==> config.mk <==
export PLATFORM = sky130hd
export DESIGN_NAME = interval_meter_flat
export DESIGN_NICKNAME = d
export VERILOG_FILES = /design/src/rtl/interval_meter_if.sv /design/src/rtl/interval_meter.sv /design/src/flat_wrapper.sv
export SDC_FILE = /design/constraint.sdc
export NUM_CORES = 1
export LEC_CHECK = 0
export CORE_MARGIN = 5
export CORE_UTILIZATION = 50
export DETAILED_ROUTE_END_ITERATION = 10
export GPL_TIMING_DRIVEN = 0
export PLACE_DENSITY_LB_ADDON = 0.1
export RECOVER_POWER = 25
export SYNTH_ARGS = -nofsm -noshare
export SYNTH_HDL_FRONTEND = slang
export SYNTH_SLANG_ARGS = --single-unit
==> constraint.sdc <==
create_clock -name clk -period 4.55 [get_ports clk]
set_input_delay 1.1375 -clock clk [delete_from_list [all_inputs] [get_ports clk]]
set_output_delay 1.1375 -clock clk [all_outputs]
set_load 0.02 [all_outputs]
==> src/rtl/interval_meter_if.sv <==
// Control and result bundle of interval_meter: start/stop/clear events in,
// measured interval with its strobes out.
interface interval_meter_if;
   localparam int unsigned COUNT_W = 21;

   logic               clr;
   logic               start;
   logic               stop;
   logic [COUNT_W-1:0] count;
   logic               valid;
   logic               overflow;
   logic               busy;

   // master issues events and observes results; slave is the meter itself
   modport master (
      output clr, start, stop,
      input  count, valid, overflow, busy
   );

   modport slave (
      input  clr, start, stop,
      output count, valid, overflow, busy
   );
endinterface

==> src/rtl/interval_meter.sv <==
// Measures the number of clk cycles from a START rising edge to a STOP rising
// edge; reports it with a one-cycle valid strobe, saturating at MAX_COUNT.
module interval_meter #(
   parameter logic [20:0] MAX_COUNT = 21'h1F_FFFF
) (
   input  logic             clk,
   input  logic             rst_n,
   interval_meter_if.slave  bus
);
   localparam int unsigned COUNT_W = 21;

   typedef enum logic [1:0] {
      ST_IDLE  = 2'b00,
      ST_COUNT = 2'b01
   } state_t;

   state_t             state;
   state_t             state_next;

   logic               start_d;
   logic               stop_d;
   logic               start_edge;
   logic               stop_edge;
   logic               at_max;

   logic [COUNT_W-1:0] counter;
   logic [COUNT_W-1:0] counter_next;
   logic [COUNT_W-1:0] count_q;
   logic [COUNT_W-1:0] count_next;
   logic               valid_q;
   logic               valid_next;
   logic               overflow_q;
   logic               overflow_next;
   logic               busy_q;
   logic               busy_next;

   // Edge history samples every cycle, clear included, so a held level never re-triggers
   always_ff @(posedge clk or negedge rst_n) begin
      if (!rst_n) begin
         start_d <= 1'b0;
         stop_d  <= 1'b0;
      end else begin
         start_d <= bus.start;
         stop_d  <= bus.stop;
      end
   end

   assign start_edge = bus.start & ~start_d;
   assign stop_edge  = bus.stop  & ~stop_d;
   assign at_max     = (counter == MAX_COUNT);

   // State register
   always_ff @(posedge clk or negedge rst_n) begin
      if (!rst_n) begin
         state <= ST_IDLE;
      end else begin
         state <= state_next;
      end
   end

   // Next-state logic; stop takes priority over saturation, start never retriggers
   always_comb begin
      state_next = state;
      if (bus.clr) begin
         state_next = ST_IDLE;
      end else begin
         case (state)
            ST_IDLE: begin
               if (start_edge) begin
                  state_next = ST_COUNT;
               end
            end
            ST_COUNT: begin
               if (stop_edge || at_max) begin
                  state_next = ST_IDLE;
               end
            end
            default: state_next = ST_IDLE;
         endcase
      end
   end

   // Output/datapath next values; registered below
   always_comb begin
      counter_next  = counter;
      count_next    = count_q;
      valid_next    = 1'b0;
      overflow_next = 1'b0;
      busy_next     = busy_q;
      if (bus.clr) begin
         counter_next = '0;
         count_next   = '0;
         busy_next    = 1'b0;
      end else begin
         case (state)
            ST_IDLE: begin
               if (start_edge) begin
                  counter_next = COUNT_W'(1);
                  busy_next    = 1'b1;
               end
            end
            ST_COUNT: begin
               if (stop_edge) begin
                  count_next   = counter;
                  valid_next   = 1'b1;
                  counter_next = '0;
                  busy_next    = 1'b0;
               end else if (at_max) begin
                  count_next    = MAX_COUNT;
                  valid_next    = 1'b1;
                  overflow_next = 1'b1;
                  counter_next  = '0;
                  busy_next     = 1'b0;
               end else begin
                  counter_next = counter + COUNT_W'(1);
               end
            end
            default: begin
               counter_next = '0;
               busy_next    = 1'b0;
            end
         endcase
      end
   end

   // Registered datapath and outputs
   always_ff @(posedge clk or negedge rst_n) begin
      if (!rst_n) begin
         counter    <= '0;
         count_q    <= '0;
         valid_q    <= 1'b0;
         overflow_q <= 1'b0;
         busy_q     <= 1'b0;
      end else begin
         counter    <= counter_next;
         count_q    <= count_next;
         valid_q    <= valid_next;
         overflow_q <= overflow_next;
         busy_q     <= busy_next;
      end
   end

   assign bus.count    = count_q;
   assign bus.valid    = valid_q;
   assign bus.overflow = overflow_q;
   assign bus.busy     = busy_q;

endmodule
==> src/flat_wrapper.sv <==
// flat-port wrapper written by rule: the top's interface ports become plain ports
module interval_meter_flat 
#(
   parameter logic [20:0] MAX_COUNT = 21'h1F_FFFF
)
  (clk, rst_n, bus_clr, bus_start, bus_stop, bus_count, bus_valid, bus_overflow, bus_busy);
  interval_meter_if bus_i ();
  input  logic clk;
  input  logic rst_n;
  input wire logic [$bits(bus_i.clr)-1:0] bus_clr;
  input wire logic [$bits(bus_i.start)-1:0] bus_start;
  input wire logic [$bits(bus_i.stop)-1:0] bus_stop;
  output wire logic [$bits(bus_i.count)-1:0] bus_count;
  output wire logic [$bits(bus_i.valid)-1:0] bus_valid;
  output wire logic [$bits(bus_i.overflow)-1:0] bus_overflow;
  output wire logic [$bits(bus_i.busy)-1:0] bus_busy;
  assign bus_i.clr = bus_clr;
  assign bus_i.start = bus_start;
  assign bus_i.stop = bus_stop;
  assign bus_count = bus_i.count;
  assign bus_valid = bus_i.valid;
  assign bus_overflow = bus_i.overflow;
  assign bus_busy = bus_i.busy;
  interval_meter #(.MAX_COUNT(MAX_COUNT)) u_core (.clk(clk), .rst_n(rst_n), .bus(bus_i));
endmodule
# Word level (Yosys, flattened, before mapping)
# Cells that the tools add are included.
word_totals:
  regBits: 49
  inputBits: 5
  out_inout_bits: 24
  wordCells: 50
op_classes:
  add_sub_neg: 1
  n_eq_ne: 5
  muxes: 25
  bitwise_logic: 4
  n_reduce_logical: 7
ops:
  columns: ["cell", "n"]
  rows:
  - ["$mux 21", 8]
  - ["$pmux 21 s2", 1]
  - ["$add 21x1->21 const B", 1]
  - ["$eq 21x21->1 const B", 1]
  - ["$mux 1", 11]
  - ["$mux 2", 3]
  - ["$ne 3x2->1 const B", 2]
  - ["$reduce_and 2->1", 3]
  - ["$ne 4x2->1 const B", 1]
  - ["$pmux 2 s2", 1]
  - ["$reduce_bool 3->1", 1]
  - ["$and 1x1->1", 2]
  - ["$eq 2x1->1 const B", 1]
  - ["$logic_not 2->1", 1]
  - ["$not 1->1", 2]
  - ["$pmux 1 s2", 1]
  - ["$reduce_bool 2->1", 1]
  - ["$logic_or 1x1->1", 1]

# Depth between registers and ports, before layout
logic_depth:
  depth_word: 6
  ltp_mapped: 7
  mapped_depth_nobuf: 6

# Worst setup path before layout
# Ideal clock, no wire load.
synth_path:
  path_type: "input to register"
  start: "in bus_stop"
  end: "reg u_core.counter[7]"
  setup_ns: 0.083
  arrival_ns: 2.362
  t_required_ns: 4.467
  path_slack_ns: 2.106
  cell_stages: 6
  path_buffers: 1
  path_cell_list: "nor2b_1 > clkbuf_1 > or2_2 > a31o_2 > or3_1 > o21ai_0"
synth_between:
  elab_chain_len: 4
synth_rtl:
  columns: ["item", "line_no", "source"]
  rows:
  - ["start, declared", "flat_wrapper.sv:12", "input wire logic [$bits(bus_i.stop)-1:0] bus_stop;"]
  - ["$and 1x1->1", "interval_meter.sv:49", "assign stop_edge = bus.stop & ~stop_d;"]
  - ["$mux 21", "interval_meter.sv:103", "if (stop_edge) begin"]
  - ["$pmux 21 s2", "interval_meter.sv:95", "case (state)"]
  - ["$mux 21", "interval_meter.sv:90", "if (bus.clr) begin"]
  - ["end signal, assigned", "interval_meter.sv:135", "counter <= counter_next;"]
  - ["end, declared", "interval_meter.sv:26", "logic [COUNT_W-1:0] counter;"]
# Every way passes these cells.
# A chain may end at the register's enable or synchronous reset.

==> impl_metrics.json <==
{
  "nets": 293,
  "antenna_found_initial": 0,
  "htree_levels": 2,
  "maxCapViolCount": 1,
  "crit_path_max_incr_delay_ns": 1.18,
  "vias": 2052,
  "finalWirelength_um": 5820,
  "slowest_stage": "clkbuf_1",
  "fp.dieW_um": 79.7,
  "numCtsBuffers": 5,
  "cp.required_ns": 4.70,
  "core_sq_um": 4720,
  "viasPerCell": 5.78,
  "violations": "max-capacitance violations, max-slew violations",
  "grt_use_total_pct": 20.3,
  "die_h_um": 79.7,
  "r2r_slack_ns": 2.15,
  "synthDistinctLibCells": 47,
  "area_growth_pct": 20.3,
  "final_common_cell": "dfrtp_1",
  "drtPass1Iterations": 4,
  "grt_max_degree": 29,
  "finalWorstPathRequiredPeriod_ns": 2.98,
  "fp.dieArea_sq_um": 6360,
  "crit_path_end_kind": "asynchronous set/reset pin",
  "gp_congestion": 0.823,
  "wire_per_inst_um": 16.4,
  "hold_viol": 0,
  "cts_resized": 0,
  "critPathTopFamily": "buffers and inverters",
  "setup_violations": 0,
  "synth-seq-cells": 47,
  "num_rows": 25,
  "max_freq_mhz": 336,
  "hold_buffers": 0,
  "pin_count": 29,
  "crit_chain": "clkbuf_1 -> clkbuf_1",
  "cp_common_cell": "clkbuf_1",
  "min_path_type": "reg2reg",
  "min_period_over_period_pct": 65.4,
  "syn_inst": 251,
  "setup_tns_ns": 0,
  "hpwl_um": 4100,
  "skew_ns": 0.00648,
  "yosysSeqAreaShare_pct": 48.4,
  "worst-endpoint-arrival_ns": 3.12,
  "first_iter_violations": 96,
  "status": "complete, but fails checks",
  "root_buffer": "clkbuf_8",
  "grt-ovfl-total": 0,
  "antenna_cells": 0,
  "post_cts_buffers": 0,
  "grt_pass1_vias": 1941,
  "drc_errors": 0,
  "portBuffers": 28,
  "post_dp_cell_area_sq_um": 2810,
  "cts_tree": "yes",
  "critPathMaxFanout": 28,
  "ys_async_sr_fraction_pct": 100,
  "clock_sinks": 47,
  "critPathKind": "in2async",
  "synthesis.nets": 257,
  "vdd_drop_max_mv": 0.242,
  "cellPowerDensity_nw_per_um2": 297,
  "worst_skew_pair.late_latency_ns": 0.30,
  "drtAntennaViolNets": 0,
  "syn_area_sq_um": 2430,
  "slew_violations": 29,
  "tightest_slew_ns": 1.53,
  "start_util_pct": 51.5,
  "yosys_most_used_dff": "dfrtp_1",
  "rsz0062_at_grt": "false",
  "mostFrequentLayoutCells": "dfrtp_1 (47), nor2_1 (32), clkdlybuf4s50_1 (25), o221ai_1 (20), a21oi_2 (20)",
  "grt_pass1_wl_um": 10000,
  "drive_gt1_share_pct": 13.5,
  "avgSynthCellArea_sq_um": 9.69,
  "p_leak_nw": 1.11,
  "relSlewSlack_pct": -1.83,
  "critPathBufInv": 2,
  "synth-edff-count": 0,
  "clock_path_buffers": 2,
  "start_kind": "primary input",
  "clk_pin_slew_ns": 0.09,
  "ys_warn_count": 0,
  "design_area_sq_um": 2930
}
## path summary, 6_finish.rpt
check,from,end,cells past startpoint
worst max-delay path,rst_n,u_core.bus.count[5],2
worst min-delay path,u_core.counter[18],u_core.counter[18],1
worst max register to register,u_core.counter[0],u_core.counter[14],6
worst min register to register,u_core.counter[18],u_core.counter[18],1
max in group clk,bus_stop,u_core.counter[13],7
min in group asynchronous,rst_n,u_core.bus.count[17],1
## final cells by class
class                      count  area (sq um)
buffer                        19          88.8
clock buffer                   6          72.6
clock inverter                 2          60.1
fill                         410          1800
inverter                       7          26.3
multi-input combinational    178          1140
sequential                    47          1180
tap                           67          83.8
timing repair buffer          29           278
## sequential cells by signal, summed over array words and instances (netlist names)
| register | flops |
|---|---|
| u_core.start_d | 1 |
| u_core.stop_d | 1 |
| u_core.counter | 21 |
| u_core.bus.count | 21 |
| u_core.bus.valid | 1 |
| u_core.state | 1 |
| u_core.bus.overflow | 1 |
## per-stage QoR
step                cells  util (%)  power [mW]  hold slack (ns)  setup slack (ns)
global placement      346      59.2       0.520            0.526             0.942
global route          355      62.0       0.906            0.564              1.05
finish                355      62.0       0.870            0.547              1.57
CTS                   355      62.3       0.883            0.538              1.78
detailed placement    347      59.5       0.524            0.528              1.45
floorplan             251         -       0.487            0.486              2.11
## power by group
part | switching (mW) | total [mW] | internal [mW]
sequential | 0.00483 | 0.428 | 0.424
combinational | 0.0560 | 0.0842 | 0.0281
clock | 0.138 | 0.358 | 0.220
## Yosys cell counts (5+ instances only)
cell,count,area (sq um)
a21oi_1,7,35.0
a21oi_2,20,175
nor3_1,5,25.0
clkbuf_1,14,52.6
o221ai_1,20,175
nand3_1,8,40.0
nand4_1,5,31.3
o21ai_0,10,50.1
inv_1,7,26.3
nor2_1,32,120
dfrtp_1,47,1180
nand2_1,17,63.8
and3_1,5,31.3
## kinds of logic after synthesis
logic type	after synthesis	share of synthesized area [%]
compound gates	77	24.3
xor+xnor	4	1.44
fa+ha+maj	1	0.514
buf+inv	26	4.73
flops	47	48.4
mux	1	0.412
simple gates	95	20.2
## per-layer routing
layer	up-vias	share of wire, %	track usage, %
li1	995	-	-
met1	989	48	29.2
met2	62	45	30.4
met3	6	6.0	4.74
met4	0	1.0	6.08
met5	-	0	0
(Power assumes the default switching activity.)
